<file path="config.mk">
export PLATFORM = sky130hd
export DESIGN_NAME = regex_pc_scheduler_flat
export DESIGN_NICKNAME = d
export VERILOG_FILES = /design/src/rtl/regex_pc_scheduler_if.sv /design/src/rtl/regex_pc_scheduler.sv /design/src/flat_wrapper.sv
export SDC_FILE = /design/constraint.sdc
export NUM_CORES = 1
export LEC_CHECK = 0
export ABC_AREA = 0
export CAP_MARGIN = 20
export CELL_PAD_IN_SITES_DETAIL_PLACEMENT = 0
export CELL_PAD_IN_SITES_GLOBAL_PLACEMENT = 1
export CORE_MARGIN = 2
export CORE_UTILIZATION = 44
export DETAILED_ROUTE_END_ITERATION = 8
export HOLD_SLACK_MARGIN = 0.12
export PLACE_DENSITY = 0.75
export SKIP_CTS_REPAIR_TIMING = 1
export SLEW_MARGIN = 0
export SYNTH_ARGS = -nofsm -noshare
export SYNTH_HDL_FRONTEND = slang
export SYNTH_SLANG_ARGS = --single-unit
export TNS_END_PERCENT = 1
</file>
<file path="constraint.sdc">
create_clock -name clk_i -period 2.7 [get_ports clk_i]
set_input_delay 0.54 -clock clk_i [delete_from_list [all_inputs] [get_ports clk_i]]
set_output_delay 0.54 -clock clk_i [all_outputs]
set_load 0.005 [all_outputs]
</file>
<file path="src/rtl/regex_pc_scheduler_if.sv">
// Handshake bundle between the regex PC scheduler, its run controller and the
// regex CPU. The scheduler takes the slave side.
interface regex_pc_scheduler_if #(
  parameter int PC_WIDTH    = 8,
  parameter int CC_ID_BITS  = 1,
  parameter int COUNT_WIDTH = 16
);
  logic                   start;
  logic [PC_WIDTH-1:0]    start_pc;
  logic [CC_ID_BITS-1:0]  start_cc_id;
  logic                   busy;
  logic                   done;
  logic                   accepted;
  logic                   overflow;
  logic [COUNT_WIDTH-1:0] dispatch_count;
  logic                   cpu_pc_valid;
  logic [PC_WIDTH-1:0]    cpu_pc;
  logic [CC_ID_BITS-1:0]  cpu_cc_id;
  logic                   cpu_pc_ready;
  logic                   cpu_out_pc_valid;
  logic [PC_WIDTH-1:0]    cpu_out_pc;
  logic [CC_ID_BITS-1:0]  cpu_out_cc_id;
  logic                   cpu_out_pc_ready;
  logic                   cpu_accepts;

  modport slave (
    input  start, start_pc, start_cc_id, cpu_pc_ready,
           cpu_out_pc_valid, cpu_out_pc, cpu_out_cc_id, cpu_accepts,
    output busy, done, accepted, overflow, dispatch_count,
           cpu_pc_valid, cpu_pc, cpu_cc_id, cpu_out_pc_ready
  );

  modport master (
    output start, start_pc, start_cc_id, cpu_pc_ready,
           cpu_out_pc_valid, cpu_out_pc, cpu_out_cc_id, cpu_accepts,
    input  busy, done, accepted, overflow, dispatch_count,
           cpu_pc_valid, cpu_pc, cpu_cc_id, cpu_out_pc_ready
  );
endinterface

</file>
<file path="src/rtl/regex_pc_scheduler.sv">
// Pending-thread scheduler for a regex CPU: queues {cc_id, pc} threads in a FIFO,
// hands them to the CPU one at a time and decides when a match run terminates.
module regex_pc_scheduler #(
  parameter int PC_WIDTH        = 8,
  parameter int CC_ID_BITS      = 1,
  parameter int FIFO_DEPTH_LOG2 = 4,
  parameter int COUNT_WIDTH     = 16
) (
  input  logic                 clk_i,
  input  logic                 rst_ni,
  regex_pc_scheduler_if.slave  bus
);

  localparam int DEPTH = 1 << FIFO_DEPTH_LOG2;
  localparam int EW    = CC_ID_BITS + PC_WIDTH;
  localparam int AW    = FIFO_DEPTH_LOG2;

  typedef enum logic [1:0] {
    ST_IDLE   = 2'd0,
    ST_RUN    = 2'd1,
    ST_FINISH = 2'd2
  } state_e;

  state_e                 state_q, state_d;
  logic [AW:0]            wr_ptr_q, wr_ptr_d;
  logic [AW:0]            rd_ptr_q, rd_ptr_d;
  logic                   in_flight_q, in_flight_d;
  logic                   accepted_q, accepted_d;
  logic                   overflow_q, overflow_d;
  logic [COUNT_WIDTH-1:0] count_q, count_d;
  logic [EW-1:0]          mem_q [DEPTH];

  logic                   fifo_empty_s;
  logic                   fifo_full_s;
  logic                   pop_s;
  logic                   push_req_s;
  logic                   wr_en_s;
  logic [AW-1:0]          wr_idx_s;
  logic [EW-1:0]          wr_data_s;

  // Extra pointer MSB distinguishes full from empty when the index bits match.
  assign fifo_empty_s = (wr_ptr_q == rd_ptr_q);
  assign fifo_full_s  = (wr_ptr_q[AW] != rd_ptr_q[AW]) &&
                        (wr_ptr_q[AW-1:0] == rd_ptr_q[AW-1:0]);

  assign bus.cpu_pc_valid     = (state_q == ST_RUN) && !fifo_empty_s && !in_flight_q;
  assign {bus.cpu_cc_id, bus.cpu_pc} = mem_q[rd_ptr_q[AW-1:0]];
  assign pop_s                = bus.cpu_pc_valid && bus.cpu_pc_ready;
  assign bus.cpu_out_pc_ready = (state_q == ST_RUN);
  assign push_req_s           = bus.cpu_out_pc_valid && bus.cpu_out_pc_ready;

  assign bus.busy           = (state_q != ST_IDLE);
  assign bus.done           = (state_q == ST_FINISH);
  assign bus.accepted       = accepted_q;
  assign bus.overflow       = overflow_q;
  assign bus.dispatch_count = count_q;

  // Next-state, FIFO pointer and run-result logic.
  always_comb begin
    state_d     = state_q;
    wr_ptr_d    = wr_ptr_q;
    rd_ptr_d    = rd_ptr_q;
    in_flight_d = in_flight_q;
    accepted_d  = accepted_q;
    overflow_d  = overflow_q;
    count_d     = count_q;
    wr_en_s     = 1'b0;
    wr_idx_s    = wr_ptr_q[AW-1:0];
    wr_data_s   = {bus.cpu_out_cc_id, bus.cpu_out_pc};

    case (state_q)
      ST_IDLE: begin
        if (bus.start) begin
          state_d     = ST_RUN;
          rd_ptr_d    = {(AW+1){1'b0}};
          wr_ptr_d    = {{AW{1'b0}}, 1'b1};
          wr_en_s     = 1'b1;
          wr_idx_s    = {AW{1'b0}};
          wr_data_s   = {bus.start_cc_id, bus.start_pc};
          in_flight_d = 1'b0;
          accepted_d  = 1'b0;
          overflow_d  = 1'b0;
          count_d     = {COUNT_WIDTH{1'b0}};
        end else begin
          state_d = ST_IDLE;
        end
      end

      ST_RUN: begin
        if (pop_s) begin
          rd_ptr_d    = rd_ptr_q + {{AW{1'b0}}, 1'b1};
          in_flight_d = 1'b1;
          if (count_q != {COUNT_WIDTH{1'b1}}) begin
            count_d = count_q + {{(COUNT_WIDTH-1){1'b0}}, 1'b1};
          end else begin
            count_d = count_q;
          end
        end else if (in_flight_q && bus.cpu_pc_ready && !bus.cpu_out_pc_valid) begin
          in_flight_d = 1'b0;
        end else begin
          in_flight_d = in_flight_q;
        end

        // A pop in the same cycle frees the slot, so a full FIFO still accepts.
        if (push_req_s && (!fifo_full_s || pop_s)) begin
          wr_en_s  = 1'b1;
          wr_ptr_d = wr_ptr_q + {{AW{1'b0}}, 1'b1};
        end else begin
          wr_en_s  = 1'b0;
        end

        if (bus.cpu_accepts) begin
          accepted_d = 1'b1;
          overflow_d = 1'b0;
          state_d    = ST_FINISH;
          wr_ptr_d   = {(AW+1){1'b0}};
          rd_ptr_d   = {(AW+1){1'b0}};
        end else if (push_req_s && fifo_full_s && !pop_s) begin
          accepted_d = 1'b0;
          overflow_d = 1'b1;
          state_d    = ST_FINISH;
          wr_ptr_d   = {(AW+1){1'b0}};
          rd_ptr_d   = {(AW+1){1'b0}};
        end else if (fifo_empty_s && !in_flight_q && !push_req_s) begin
          accepted_d = 1'b0;
          overflow_d = 1'b0;
          state_d    = ST_FINISH;
          wr_ptr_d   = {(AW+1){1'b0}};
          rd_ptr_d   = {(AW+1){1'b0}};
        end else begin
          state_d = ST_RUN;
        end
      end

      ST_FINISH: begin
        state_d = ST_IDLE;
      end

      default: begin
        state_d = ST_IDLE;
      end
    endcase
  end

  // Control and status registers.
  always_ff @(posedge clk_i or negedge rst_ni) begin
    if (!rst_ni) begin
      state_q     <= ST_IDLE;
      wr_ptr_q    <= {(AW+1){1'b0}};
      rd_ptr_q    <= {(AW+1){1'b0}};
      in_flight_q <= 1'b0;
      accepted_q  <= 1'b0;
      overflow_q  <= 1'b0;
      count_q     <= {COUNT_WIDTH{1'b0}};
    end else begin
      state_q     <= state_d;
      wr_ptr_q    <= wr_ptr_d;
      rd_ptr_q    <= rd_ptr_d;
      in_flight_q <= in_flight_d;
      accepted_q  <= accepted_d;
      overflow_q  <= overflow_d;
      count_q     <= count_d;
    end
  end

  // Thread storage; contents are meaningful only between the pointers.
  always_ff @(posedge clk_i) begin
    if (wr_en_s) begin
      mem_q[wr_idx_s] <= wr_data_s;
    end
  end

endmodule

</file>
<file path="src/flat_wrapper.sv">
// flat-port wrapper written by rule: the top's interface ports become plain ports
module regex_pc_scheduler_flat 
#(
  parameter int PC_WIDTH        = 8,
  parameter int CC_ID_BITS      = 1,
  parameter int FIFO_DEPTH_LOG2 = 4,
  parameter int COUNT_WIDTH     = 16
)
  (clk_i, rst_ni, bus_start, bus_start_pc, bus_start_cc_id, bus_cpu_pc_ready, bus_cpu_out_pc_valid, bus_cpu_out_pc, bus_cpu_out_cc_id, bus_cpu_accepts, bus_busy, bus_done, bus_accepted, bus_overflow, bus_dispatch_count, bus_cpu_pc_valid, bus_cpu_pc, bus_cpu_cc_id, bus_cpu_out_pc_ready);
  regex_pc_scheduler_if #(.PC_WIDTH(PC_WIDTH), .CC_ID_BITS(CC_ID_BITS), .COUNT_WIDTH(COUNT_WIDTH)) bus_i ();
  input  logic clk_i;
  input  logic rst_ni;
  input wire logic [$bits(bus_i.start)-1:0] bus_start;
  input wire logic [$bits(bus_i.start_pc)-1:0] bus_start_pc;
  input wire logic [$bits(bus_i.start_cc_id)-1:0] bus_start_cc_id;
  input wire logic [$bits(bus_i.cpu_pc_ready)-1:0] bus_cpu_pc_ready;
  input wire logic [$bits(bus_i.cpu_out_pc_valid)-1:0] bus_cpu_out_pc_valid;
  input wire logic [$bits(bus_i.cpu_out_pc)-1:0] bus_cpu_out_pc;
  input wire logic [$bits(bus_i.cpu_out_cc_id)-1:0] bus_cpu_out_cc_id;
  input wire logic [$bits(bus_i.cpu_accepts)-1:0] bus_cpu_accepts;
  output wire logic [$bits(bus_i.busy)-1:0] bus_busy;
  output wire logic [$bits(bus_i.done)-1:0] bus_done;
  output wire logic [$bits(bus_i.accepted)-1:0] bus_accepted;
  output wire logic [$bits(bus_i.overflow)-1:0] bus_overflow;
  output wire logic [$bits(bus_i.dispatch_count)-1:0] bus_dispatch_count;
  output wire logic [$bits(bus_i.cpu_pc_valid)-1:0] bus_cpu_pc_valid;
  output wire logic [$bits(bus_i.cpu_pc)-1:0] bus_cpu_pc;
  output wire logic [$bits(bus_i.cpu_cc_id)-1:0] bus_cpu_cc_id;
  output wire logic [$bits(bus_i.cpu_out_pc_ready)-1:0] bus_cpu_out_pc_ready;
  assign bus_i.start = bus_start;
  assign bus_i.start_pc = bus_start_pc;
  assign bus_i.start_cc_id = bus_start_cc_id;
  assign bus_i.cpu_pc_ready = bus_cpu_pc_ready;
  assign bus_i.cpu_out_pc_valid = bus_cpu_out_pc_valid;
  assign bus_i.cpu_out_pc = bus_cpu_out_pc;
  assign bus_i.cpu_out_cc_id = bus_cpu_out_cc_id;
  assign bus_i.cpu_accepts = bus_cpu_accepts;
  assign bus_busy = bus_i.busy;
  assign bus_done = bus_i.done;
  assign bus_accepted = bus_i.accepted;
  assign bus_overflow = bus_i.overflow;
  assign bus_dispatch_count = bus_i.dispatch_count;
  assign bus_cpu_pc_valid = bus_i.cpu_pc_valid;
  assign bus_cpu_pc = bus_i.cpu_pc;
  assign bus_cpu_cc_id = bus_i.cpu_cc_id;
  assign bus_cpu_out_pc_ready = bus_i.cpu_out_pc_ready;
  regex_pc_scheduler #(.PC_WIDTH(PC_WIDTH), .CC_ID_BITS(CC_ID_BITS), .FIFO_DEPTH_LOG2(FIFO_DEPTH_LOG2), .COUNT_WIDTH(COUNT_WIDTH)) u_core (.clk_i(clk_i), .rst_ni(rst_ni), .bus(bus_i));
endmodule
</file>
==> summary.txt, run 1 <==
Clocking
  – CTS clk-pin slew, worst paths: around 0.070 ns
  – Clk buf depth: 2
  – CTS H-tree lvls: 4
  – Worst skew pair latency: 0.43 ns
  – CTS tree: done
  – Clk root buf: clkbuf_16
  – CTS Buf Count: 17
  – Sink Count: 175

Critical path
  – CP max stage cell: mux4_2
  – Required time worst endpoint: between 2 and 2.5 ns
  – Setup crit end kind: output port
  – CP top delay family: multiplexers
  – Setup Crit Path Kind: flip-flop to output port
  – Cell Chain, Critical Path: buf_12 -> clkbuf_16 -> buf_4 -> mux4_2 -> a22oi_2 -> nand2_1 -> clkbuf_2
  – CP max stage delay: 0.53 ns
  – Buf+Inv Stages, Crit Path: 4
  – CP max FO: 8
  – Startpoint Class: flip-flop
  – CP Data Arrival Time: 2.23 ns

Outcome
  – Outcome: complete, but fails checks
  – Violated checks: setup timing

Logic synthesis
  – Async S/R FF share, synth: 17.7%
  – Distinct cells, synth: 51
  – EDFF count, synth: 144
  – Synth Cell Area: 7520 um2
  – Syn Nets: 555
  – Post-synthesis register bit count: 175
  – Synth top area share: around 58%
  – Top area cells in the synthesized netlist: edfxtp_1, dfrtp_1, mux4_2, mux2i_1, nand2_1
  – Part of the Yosys area used for sequential elements: between 60% and 70%
  – Ys Warns: 0
  – Compound-gate portion of the synthesized area: 7.70%
  – Main combinational cell family by area after synthesis: multiplexers
  – Synth Area in XOR/XNOR: between 1.5 and 2%
  – Commonest cells in the netlist: edfxtp_1, nand2_1, dfrtp_1, mux2i_1, nor2_1
  – Cells after synthesis: 528
  – Synth Flop Type: edfxtp_1
  – Mean post-synth cell area: 14.2 um2
  – Multiplexer share of the synthesized area: 10.4%
  – Biggest area consumer among synthesized cells: edfxtp_1
  – Most frequent cell after synthesis: edfxtp_1
  – Synth Area in Simple Gates: 9.97%
  – Post-Synth Adder-Cell Area: 0.499%

GRT
  – Vias in the first global route: 4627
  – Initial antenna violation count: 0
  – First-pass GRT wire length: ~26000 um
  – Largest net degree at the start of global routing: 32
  – GRT Util Overall: between 10% and 20%
  – Grt ovf: 0

Floorplan
  – Die width: between 100 and 150 um
  – Top Ports: 55
  – Die area: 18200 um2
  – Num rows: 47
  – Initial Util: between 40% and 50%
  – Core area: 16600 um2
  – Die Y: between 100 and 150 um

Cells and area
  – P&R area growth vs syn: 26.3%
  – Antenna Cells: 0
  – Final Util: 57.1%
  – Filler Cell Count: 1288
  – Fraction of layout cells with a size suffix above 1: 21.9%
  – Finished Layout Cells: 867
  – Post-layout nets: around 660

Route
  – Detailed-route wire length: 16700 um
  – DRT Pass-1 Iters: 5
  – Post-route ant nets: 0
  – Via count: 4737
  – Via density: 5.46
  – Mean routed wirelength per cell: between 15 and 20 um
  – Residual DRC: 0
  – Initial DRC count: 430

Placement
  – Placer Congestion: 0.796
  – PortBufs: 54
  – HPWL after DPL: about 11000 um
  – Cell count after placement: approximately 810

STA
  – Fin crit share: 103%
  – Final hold vios: 0
  – Setup violations, final: 5
  – Slew @ Worst Pin: 0.686 ns
  – Slew headroom: 54.2%
  – Fmax: 361 MHz
  – Total negative setup slack: -0.214 ns
  – Setup Skew: 0.00597 ns
  – Setup slack after layout: -0.0726 ns
  – Final min period: 2.77 ns
  – RSZ-0062 raised after global routing: yes
  – Fin. max-slew vios: 0

Power
  – Max VDD drop: 474 uV
  – Total power: between 7 and 8 mW
  – Leakage: 3.37 nW
  – Power Dens Cells: roughly 840 nW/um2

Flow run
  – Max_cap viols: 0

Hold path
  – Worst min path class: flip-flop to flip-flop
==> per-stage QoR <==
step / setup WS, ns / instance area [um2] / hold slack (ns)
2_1_floorplan: 0.0916 / 7520 / 0.244
3_3_place_gp: -0.00394 / 8530 / 0.467
3_5_place_dp: 0.0156 / 8530 / 0.478
4_1_cts: -0.370 / 9160 / 0.500
5_1_grt: -0.169 / 9500 / 0.540
6_report: -0.0726 / 9500 / 0.495
==> where the power goes <==
part	total (mW)	switching (mW)	internal (mW)
logic	1.91	1.05	0.856
registers	3.43	0.138	3.30
clock network	2.63	1.06	1.57
==> routing by layer <==
layer	vias up	track usage, %	part of all wire (%)
met5	-	0	0
li1	2233	-	-
met4	0	5.79	1.2
met3	13	2.93	4.0
met1	2356	27.4	47
met2	135	28.8	47
==> flip-flops by register name (all words and copies together), names as in the netlist <==
signal / count
u_core.bus.dispatch_count: 16
u_core.in_flight_q: 1
u_core.wr_ptr_q: 5
u_core.mem_q: 144
u_core.bus.accepted: 1
u_core.rd_ptr_q: 5
u_core.state_q: 2
u_core.bus.overflow: 1
==> worst min-delay path, cell delays in order, from the launching register on <==
cell and delay, ns:
dfrtp_1 0.35, o21ai_1 0.07, nand2_1 0.05
==> path summary, 6_finish.rpt <==
check                                                      from                                        to  slack (ns)  cells past startpoint
worst max register to register   u_core.rd_ptr_q[4]$_DFFE_PN0P_              u_core.mem_q[1][8]$_DFFE_PP_        0.29                      6
min in group asynchronous                                rst_ni  u_core.bus.dispatch_count[1]$_DFFE_PN0P_        0.51                      2
worst min-delay path            u_core.bus.accepted$_DFFE_PN0P_           u_core.bus.accepted$_DFFE_PN0P_        0.50                      2
worst min register to register  u_core.bus.accepted$_DFFE_PN0P_           u_core.bus.accepted$_DFFE_PN0P_        0.50                      2
max in group asynchronous                                rst_ni            u_core.rd_ptr_q[3]$_DFFE_PN0P_        1.85                      2
worst max-delay path             u_core.rd_ptr_q[0]$_DFFE_PN0P_                             bus_cpu_pc[0]       -0.07                      7
==> layout make-up <==
class	instances	area (um2)	share of cell area, %
multi-input cells	320	2360	24.9
inverters	7	26.3	0.277
clock inverters	14	205	2.16
flip-flops and latches	175	5100	53.7
repair buffers	114	1100	11.6
clock buffers	17	425	4.48
well taps	220	275	2.90
==> cells in the final DEF, fill, tap and decap left out, types with 6 or more instances in the layout <==
master,netlist,routed
nor2_1,31,30
o21ai_1,15,22
clkbuf_16,0,19
xnor2_1,9,9
buf_4,1,51
a21oi_2,0,6
nor3_1,13,13
edfxtp_1,144,144
mux4_2,18,18
nand2_1,64,64
nand3_1,18,18
a21oi_1,18,12
mux2_2,6,6
o21ai_0,17,10
a221oi_2,0,7
clkdlybuf4s50_1,0,45
mux2i_1,31,31
inv_1,7,7
dlymetal6s2s_1,0,7
dfrtp_1,31,29
==> cells by family (layout without fill, tap and decap cells) <==
group,after synthesis,count (layout)
flops,175,175
simple gates,161,161
compound gates,87,87
mux,55,55
buf+inv,33,152
xor+xnor,14,14
fa+ha+maj,3,3
(Power assumes the default switching activity.)
==> run 2, diff against run 1 <==
--- a/config.mk
+++ b/config.mk
@@ -6,7 +6,6 @@
 export NUM_CORES = 1
 export LEC_CHECK = 0
 export ABC_AREA = 0
-export CAP_MARGIN = 20
 export CELL_PAD_IN_SITES_DETAIL_PLACEMENT = 0
 export CELL_PAD_IN_SITES_GLOBAL_PLACEMENT = 1
 export CORE_MARGIN = 2
==> results of run 2 <==
The final DEF is identical to that of run 1; final timing and power are the same.
